==> src/rtl/run_detector_pkg.sv <==
// Shared constants for the run detector: piece codes and default geometry.
package run_detector_pkg;

    localparam int PIECE_EMPTY      = 0;
    localparam int PIECE_RED        = 1;
    localparam int PIECE_YELLOW     = 2;

    localparam int WIN_LEN_DEFAULT  = 4;
    localparam int LINE_MAX_DEFAULT = 7;

endpackage

==> src/rtl/run_detector_run_tracker.sv <==
// Tracks the current run of equal non-empty pieces within a line.
// Optional feature macro: RUN_DETECTOR_POS_EN keeps the run_start register
// so the line index of the run's first cell can be reported.
module run_tracker
    import run_detector_pkg::*;
#(
    parameter int PIECE_W = 2,
`ifdef RUN_DETECTOR_POS_EN
    parameter int POS_W   = 3,
`endif
    parameter int WIN_LEN = WIN_LEN_DEFAULT
) (
    input  logic               clock,
    input  logic               reset,
    input  logic               accept,
    input  logic [PIECE_W-1:0] piece,
    input  logic               new_line,
`ifdef RUN_DETECTOR_POS_EN
    input  logic [POS_W-1:0]   pos,
    output logic [POS_W-1:0]   run_start_next,
`endif
    output logic [PIECE_W-1:0] run_piece_next,
    output logic               run_full_next
);

    localparam int               LEN_W   = $clog2(WIN_LEN + 1);
    localparam logic [LEN_W-1:0] LEN_MAX = LEN_W'(WIN_LEN);

    logic [PIECE_W-1:0] run_piece_reg;
    logic [LEN_W-1:0]   run_len_reg;
    logic [LEN_W-1:0]   run_len_next;
    logic               is_empty;
    logic               extends_run;

    assign is_empty    = (piece == PIECE_W'(PIECE_EMPTY));
    // A run only continues inside the same line with the same non-empty code
    assign extends_run = !is_empty && !new_line && (piece == run_piece_reg);

    // Next run piece/length: empty breaks, equal extends (saturating), other restarts
    always_comb begin
        run_piece_next = run_piece_reg;
        run_len_next   = run_len_reg;
        if (accept) begin
            if (is_empty) begin
                run_piece_next = '0;
                run_len_next   = '0;
            end else if (extends_run) begin
                if (run_len_reg != LEN_MAX) begin
                    run_len_next = run_len_reg + LEN_W'(1);
                end
            end else begin
                run_piece_next = piece;
                run_len_next   = LEN_W'(1);
            end
        end
    end

    assign run_full_next = (run_len_next == LEN_MAX);

    // Run piece/length registers
    always_ff @(posedge clock or posedge reset) begin
        if (reset) begin
            run_piece_reg <= '0;
            run_len_reg   <= '0;
        end else begin
            run_piece_reg <= run_piece_next;
            run_len_reg   <= run_len_next;
        end
    end

`ifdef RUN_DETECTOR_POS_EN
    logic [POS_W-1:0] run_start_reg;

    // A restarting non-empty piece marks the start of a new run
    always_comb begin
        run_start_next = run_start_reg;
        if (accept && !is_empty && !extends_run) begin
            run_start_next = pos;
        end
    end

    // Run start register
    always_ff @(posedge clock or posedge reset) begin
        if (reset) begin
            run_start_reg <= '0;
        end else begin
            run_start_reg <= run_start_next;
        end
    end
`endif

endmodule

==> src/rtl/run_detector.sv <==
// Detects WIN_LEN consecutive equal non-empty pieces within a line and
// latches the first win since reset/clear.
// Optional feature macro: RUN_DETECTOR_POS_EN captures the winning run's
// starting line index into win_pos; without it win_pos is constant 0.
module run_detector
    import run_detector_pkg::*;
#(
    parameter int  PIECE_W  = 2,
    parameter int  WIN_LEN  = WIN_LEN_DEFAULT,
    parameter int  LINE_MAX = LINE_MAX_DEFAULT,
    localparam int POS_W    = $clog2(LINE_MAX)
) (
    input  logic               clock,
    input  logic               reset,
    input  logic               clear,
    input  logic               in_valid,
    input  logic [PIECE_W-1:0] in_piece,
    input  logic               in_last,
    output logic [PIECE_W-1:0] out,
    output logic               win_latched,
    output logic [PIECE_W-1:0] win_piece,
    output logic [POS_W-1:0]   win_pos
);

    logic [POS_W-1:0]   pos_reg;
    logic [POS_W-1:0]   pos_next;
    logic               new_line_reg;
    logic               new_line_next;
    logic [PIECE_W-1:0] out_reg;
    logic [PIECE_W-1:0] out_next;
    logic               win_latched_reg;
    logic [PIECE_W-1:0] win_piece_reg;
    logic [PIECE_W-1:0] run_piece_next;
    logic               run_full_next;
    logic               new_win;
`ifdef RUN_DETECTOR_POS_EN
    logic [POS_W-1:0]   run_start_next;
    logic [POS_W-1:0]   win_pos_reg;
`endif

    run_tracker #(
        .PIECE_W        (PIECE_W),
`ifdef RUN_DETECTOR_POS_EN
        .POS_W          (POS_W),
`endif
        .WIN_LEN        (WIN_LEN)
    ) u_tracker (
        .clock          (clock),
        .reset          (reset),
        .accept         (in_valid),
        .piece          (in_piece),
        .new_line       (new_line_reg),
`ifdef RUN_DETECTOR_POS_EN
        .pos            (pos_reg),
        .run_start_next (run_start_next),
`endif
        .run_piece_next (run_piece_next),
        .run_full_next  (run_full_next)
    );

    // Line index advances per accepted piece, wrapping at line end or LINE_MAX-1
    always_comb begin
        pos_next      = pos_reg;
        new_line_next = new_line_reg;
        if (in_valid) begin
            new_line_next = in_last;
            if (in_last || (pos_reg == POS_W'(LINE_MAX - 1))) begin
                pos_next = '0;
            end else begin
                pos_next = pos_reg + POS_W'(1);
            end
        end
    end

    // Position and line-boundary registers; reset opens a fresh line
    always_ff @(posedge clock or posedge reset) begin
        if (reset) begin
            pos_reg      <= '0;
            new_line_reg <= 1'b1;
        end else begin
            pos_reg      <= pos_next;
            new_line_reg <= new_line_next;
        end
    end

    assign out_next = run_full_next ? run_piece_next : '0;
    // A new win is out rising from 0 while nothing is latched yet
    assign new_win  = (out_next != '0) && (out_reg == '0) && !win_latched_reg;

    // Registered winner output
    always_ff @(posedge clock or posedge reset) begin
        if (reset) begin
            out_reg <= '0;
        end else begin
            out_reg <= out_next;
        end
    end

    // First-win latch; clear takes priority over a simultaneous new win
    always_ff @(posedge clock or posedge reset) begin
        if (reset) begin
            win_latched_reg <= 1'b0;
            win_piece_reg   <= '0;
        end else if (clear) begin
            win_latched_reg <= 1'b0;
            win_piece_reg   <= '0;
        end else if (new_win) begin
            win_latched_reg <= 1'b1;
            win_piece_reg   <= out_next;
        end
    end

`ifdef RUN_DETECTOR_POS_EN
    // Start index of the winning run, captured alongside the latch
    always_ff @(posedge clock or posedge reset) begin
        if (reset) begin
            win_pos_reg <= '0;
        end else if (clear) begin
            win_pos_reg <= '0;
        end else if (new_win) begin
            win_pos_reg <= run_start_next;
        end
    end

    assign win_pos = win_pos_reg;
`else
    assign win_pos = '0;
`endif

    assign out         = out_reg;
    assign win_latched = win_latched_reg;
    assign win_piece   = win_piece_reg;

endmodule

==> config.mk <==
export PLATFORM = sky130hd
export DESIGN_NAME = run_detector
export DESIGN_NICKNAME = d
export VERILOG_FILES = /design/src/rtl/run_detector_pkg.sv /design/src/rtl/run_detector_run_tracker.sv /design/src/rtl/run_detector.sv
export SDC_FILE = /design/constraint.sdc
export NUM_CORES = 1
export LEC_CHECK = 0
export ABC_AREA = 0
export ABC_CLOCK_PERIOD_IN_PS = 2200
export CORE_MARGIN = 4
export CORE_UTILIZATION = 30
export CTS_CLUSTER_DIAMETER = 150
export DETAILED_ROUTE_END_ITERATION = 6
export DONT_BUFFER_PORTS = 1
export RECOVER_POWER = 25
export SLEW_MARGIN = 5
export SYNTH_ARGS = -nofsm -noshare
export SYNTH_HDL_FRONTEND = slang
export SYNTH_SLANG_ARGS = --single-unit
==> constraint.sdc <==
create_clock -name clock -period 2.2 [get_ports clock]
set_input_delay 0.55 -clock clock [delete_from_list [all_inputs] [get_ports clock]]
set_output_delay 0.55 -clock clock [all_outputs]
set_load 0.02 [all_outputs]
==> impl_metrics.yaml <==
synthesis:
  yosysTopAreaCellShare_pct: 40.40
  syn_inst: 59
  synth_top_area_cell: "dfrtp_1"
  syn_area_um2: 619.3
  synth_cell_types: 31
  avgSynthCellArea_um2: 10.50
  yosys_warnings: 0
  synth_area_leaders: "dfrtp_1, mux2_2, dfstp_2, ha_1, nand4b_4"
  synth-seq-cells: 11
  yosysSeqAreaShare_pct: 44.65
clock_network:
  cts.sinks: 11
  cts_setup_buffers: 0
  cts_buffers: 3
  cts_hold_buf: 0
  clockBufferDepth: 2
  clk_latency_ps: 270
  clk_pin_slew_worst_paths_ps: 80
  postCtsResizedCells: 0
  cts-root-buf: "clkbuf_4"
  cts_tree: "built"
  htreeDepth: 1
run:
  maxCapViolCount: 0
timing:
  setup_viol: 0
  post-route-period-util_pct: 80.40
  fmax_ghz: 0.5653
  finalSetupTns_ps: 0
  drv_slew: 0
  hold_viol_final: 0
  min_period_ps: 1769
  rsz0062_at_grt: "no"
  finalClockSkew_ps: 5.354
drt:
  drt_iter0_drc: 8
  postRouteWirelength_mm: 1.153
  avgRoutedWirePerCell_um: 13.10
  drc_errors: 0
  drtPass1Iterations: 3
  vias: 447
  viasPerCell: 5.080
  antenna_left: 0
die:
  die_area_um2: 2855
  die_h_um: 53.44
  core_um2: 1962
  initial_utilization_pct: 31.57
  ioPinCount: 15
  fp.dieW_um: 53.44
  rows: 16
power:
  pwr-share-clk_pct: 32.9
  p_leak_uw: 0.0002837
  switching_share_pct: 28.27
  ir_drop_uv: 299.7
  p_comb_share_pct: 15.1
  netSwitchingPower_uw: 122.1
  cellPowerDensity_nw_per_um2: 652.6
  p_int_uw: 309.8
  p_seq_share_pct: 52.0
worst_setup_path:
  cpPeakStageDelay_ps: 400
  critPathCaptureType: "register"
  r2r_slack_ps: 430
  rr_startpoint: "u_tracker.run_piece_reg[1]$_DFF_PP0_"
  cp.arrival_ps: 1930
  critPathKind: "reg2reg"
  cp_cell_sequence: "nand4bb_1 -> o22ai_2 -> a31oi_1 -> o22a_2 -> nand4b_4 -> a31o_1"
  cp.required_ps: 2360
  crit_slowest_cell: "dfrtp_1"
  reg2reg_to: "win_piece[1]$_DFFE_PP0P_"
  cp_max_fo: 6
  reg2regPathDepth: 6
  crit_family: "compound AO/OA/AOI/OAI gates"
  start_kind: "register"
  path_buf_inv: 0
finish:
  syn_to_final_growth_pct: 6.869
  diodes: 0
  drive_gt1_share_pct: 19.67
  fillers: 224
  nets: 71
  layoutNonFillerInstCount: 88
  largest_register_ffs: 3
placed_design:
  hpwl_um: 873.5
  routabilityCongestion: 0.8183
  placed_cells: 84
  portBuffers: 0
global_routing:
  grt_pass1_wl_mm: 1.980
  grt_max_degree: 12
  antenna_found_initial: 0
  grt-ovfl-total: 0
  grt_pass1_vias: 450
  grt_usage_pct: 10.08
status:
  outcome: "finished clean"
min_path:
  hold_path.class: "in2async"
-- final cells by class --
| cell class | count | area, µm² | share of cell area (%) |
|---|---|---|---|
| clock buffers | 3 | 22.52 | 3.403 |
| multi-input cells | 41 | 305.3 | 46.12 |
| well taps | 27 | 33.78 | 5.104 |
| flip-flops and latches | 11 | 276.5 | 41.78 |
| clock inverters | 1 | 5.005 | 0.7561 |
| inverters | 5 | 18.77 | 2.836 |
-- worst reg2reg max path, delay by kind of cell, from the launching register on --
family / cells / cell delay [ps]
flops: 1 / 400
compound gates: 4 / 900
simple gates: 2 / 370
-- how the worst max path moves through the flow --
stage	startpoint	to	slack, ps	depth (start not counted)
after floorplan	in_piece[1]	win_piece[1]$_DFFE_PP0P_	390	6
after global placement	in_piece[1]	win_piece[1]$_DFFE_PP0P_	300	6
after detailed placement	in_piece[1]	win_piece[1]$_DFFE_PP0P_	270	6
after CTS	u_tracker.run_piece_reg[1]$_DFF_PP0_	win_piece[1]$_DFFE_PP0P_	430	6
after global routing	u_tracker.run_piece_reg[1]$_DFF_PP0_	win_piece[1]$_DFFE_PP0P_	320	6
final	u_tracker.run_piece_reg[1]$_DFF_PP0_	win_piece[1]$_DFFE_PP0P_	430	6
-- cells by family after synthesis --
kind of cell | Yosys count | synth area share (%)
AND/OR/NAND/NOR | 17 | 19.19
multiplexers | 3 | 5.454
buffers and inverters | 9 | 7.271
adder cells (fa/ha/maj) | 2 | 4.040
XOR/XNOR | 1 | 1.414
flip-flops | 11 | 44.65
other | 1 | 0.6055
AO/OA/AOI/OAI | 15 | 17.37
-- Yosys cell counts --
library cell,instances
buf_4,3
nand2_1,2
a31o_1,1
mux2_2,3
a32o_1,1
o2bb2ai_1,1
nand4b_4,1
nand4bb_1,1
ha_1,2
conb_1,1
o31ai_1,1
o21ai_0,3
nor2b_1,2
a31oi_1,2
dfstp_2,1
a21oi_1,3
clkbuf_1,1
nand2b_1,1
inv_1,4
nor2_1,3
nor4_1,1
o22ai_2,1
nand3b_1,2
dfrtp_1,10
xor2_1,1
nor3_1,2
o21a_1,1
inv_2,1
and4b_1,1
o22a_2,1
nand3_1,1
-- per-layer routing --
layer  global-route usage [%]  part of all wire, %  vias to the layer above
li1                         -                    -                      212
met1                    10.77                   46                      218
met2                    15.31                   44                       15
met3                    6.197                  8.3                        2
met4                    5.106                 0.95                        0
met5                        0                    0                        -
-- cells in the final DEF (no fill, tap or decap), drive strengths merged --
cell type and n:
nand3 1, nor2 3, xor2 1, a31o 1, o2bb2ai 1, a31oi 2, dfrtp 10, a21oi 3
clkbuf 3, o22ai 1, inv 5, nor2b 2, nor4 1, o22a 1, conb 3, nor3 2
nand2 2, o21ai 3, ha 2, nand2b 1, a32o 1, nand4bb 1, nand4b 1, o21a 1
o31ai 1, mux2 3, clkinv 1, nand3b 2, dfstp 1, and4b 1
-- power groups by stage --
stage	logic, µW	clock network (µW)	registers, µW
final	65.1	142	225
after global routing	73.1	162	226
after CTS	65.3	148	224
after detailed placement	65.2	0	228
after global placement	63.2	0	228
after floorplan	60.7	0	226
-- through the flow --
step	utilization, %	hold WS, ps	total power, µW	area [µm²]	setup slack [ps]
after floorplan	-	401.7	286.4	626.9	394.3
after global placement	32.33	460.5	290.8	634.4	295.1
after detailed placement	32.33	462.0	293.5	634.4	272.9
final	33.74	149.0	431.9	661.9	431.1
after CTS	33.74	153.7	437.4	661.9	428.8
after global routing	33.74	160.9	460.6	661.9	321.1
No activity file was read; power rests on OpenSTA's default activity.
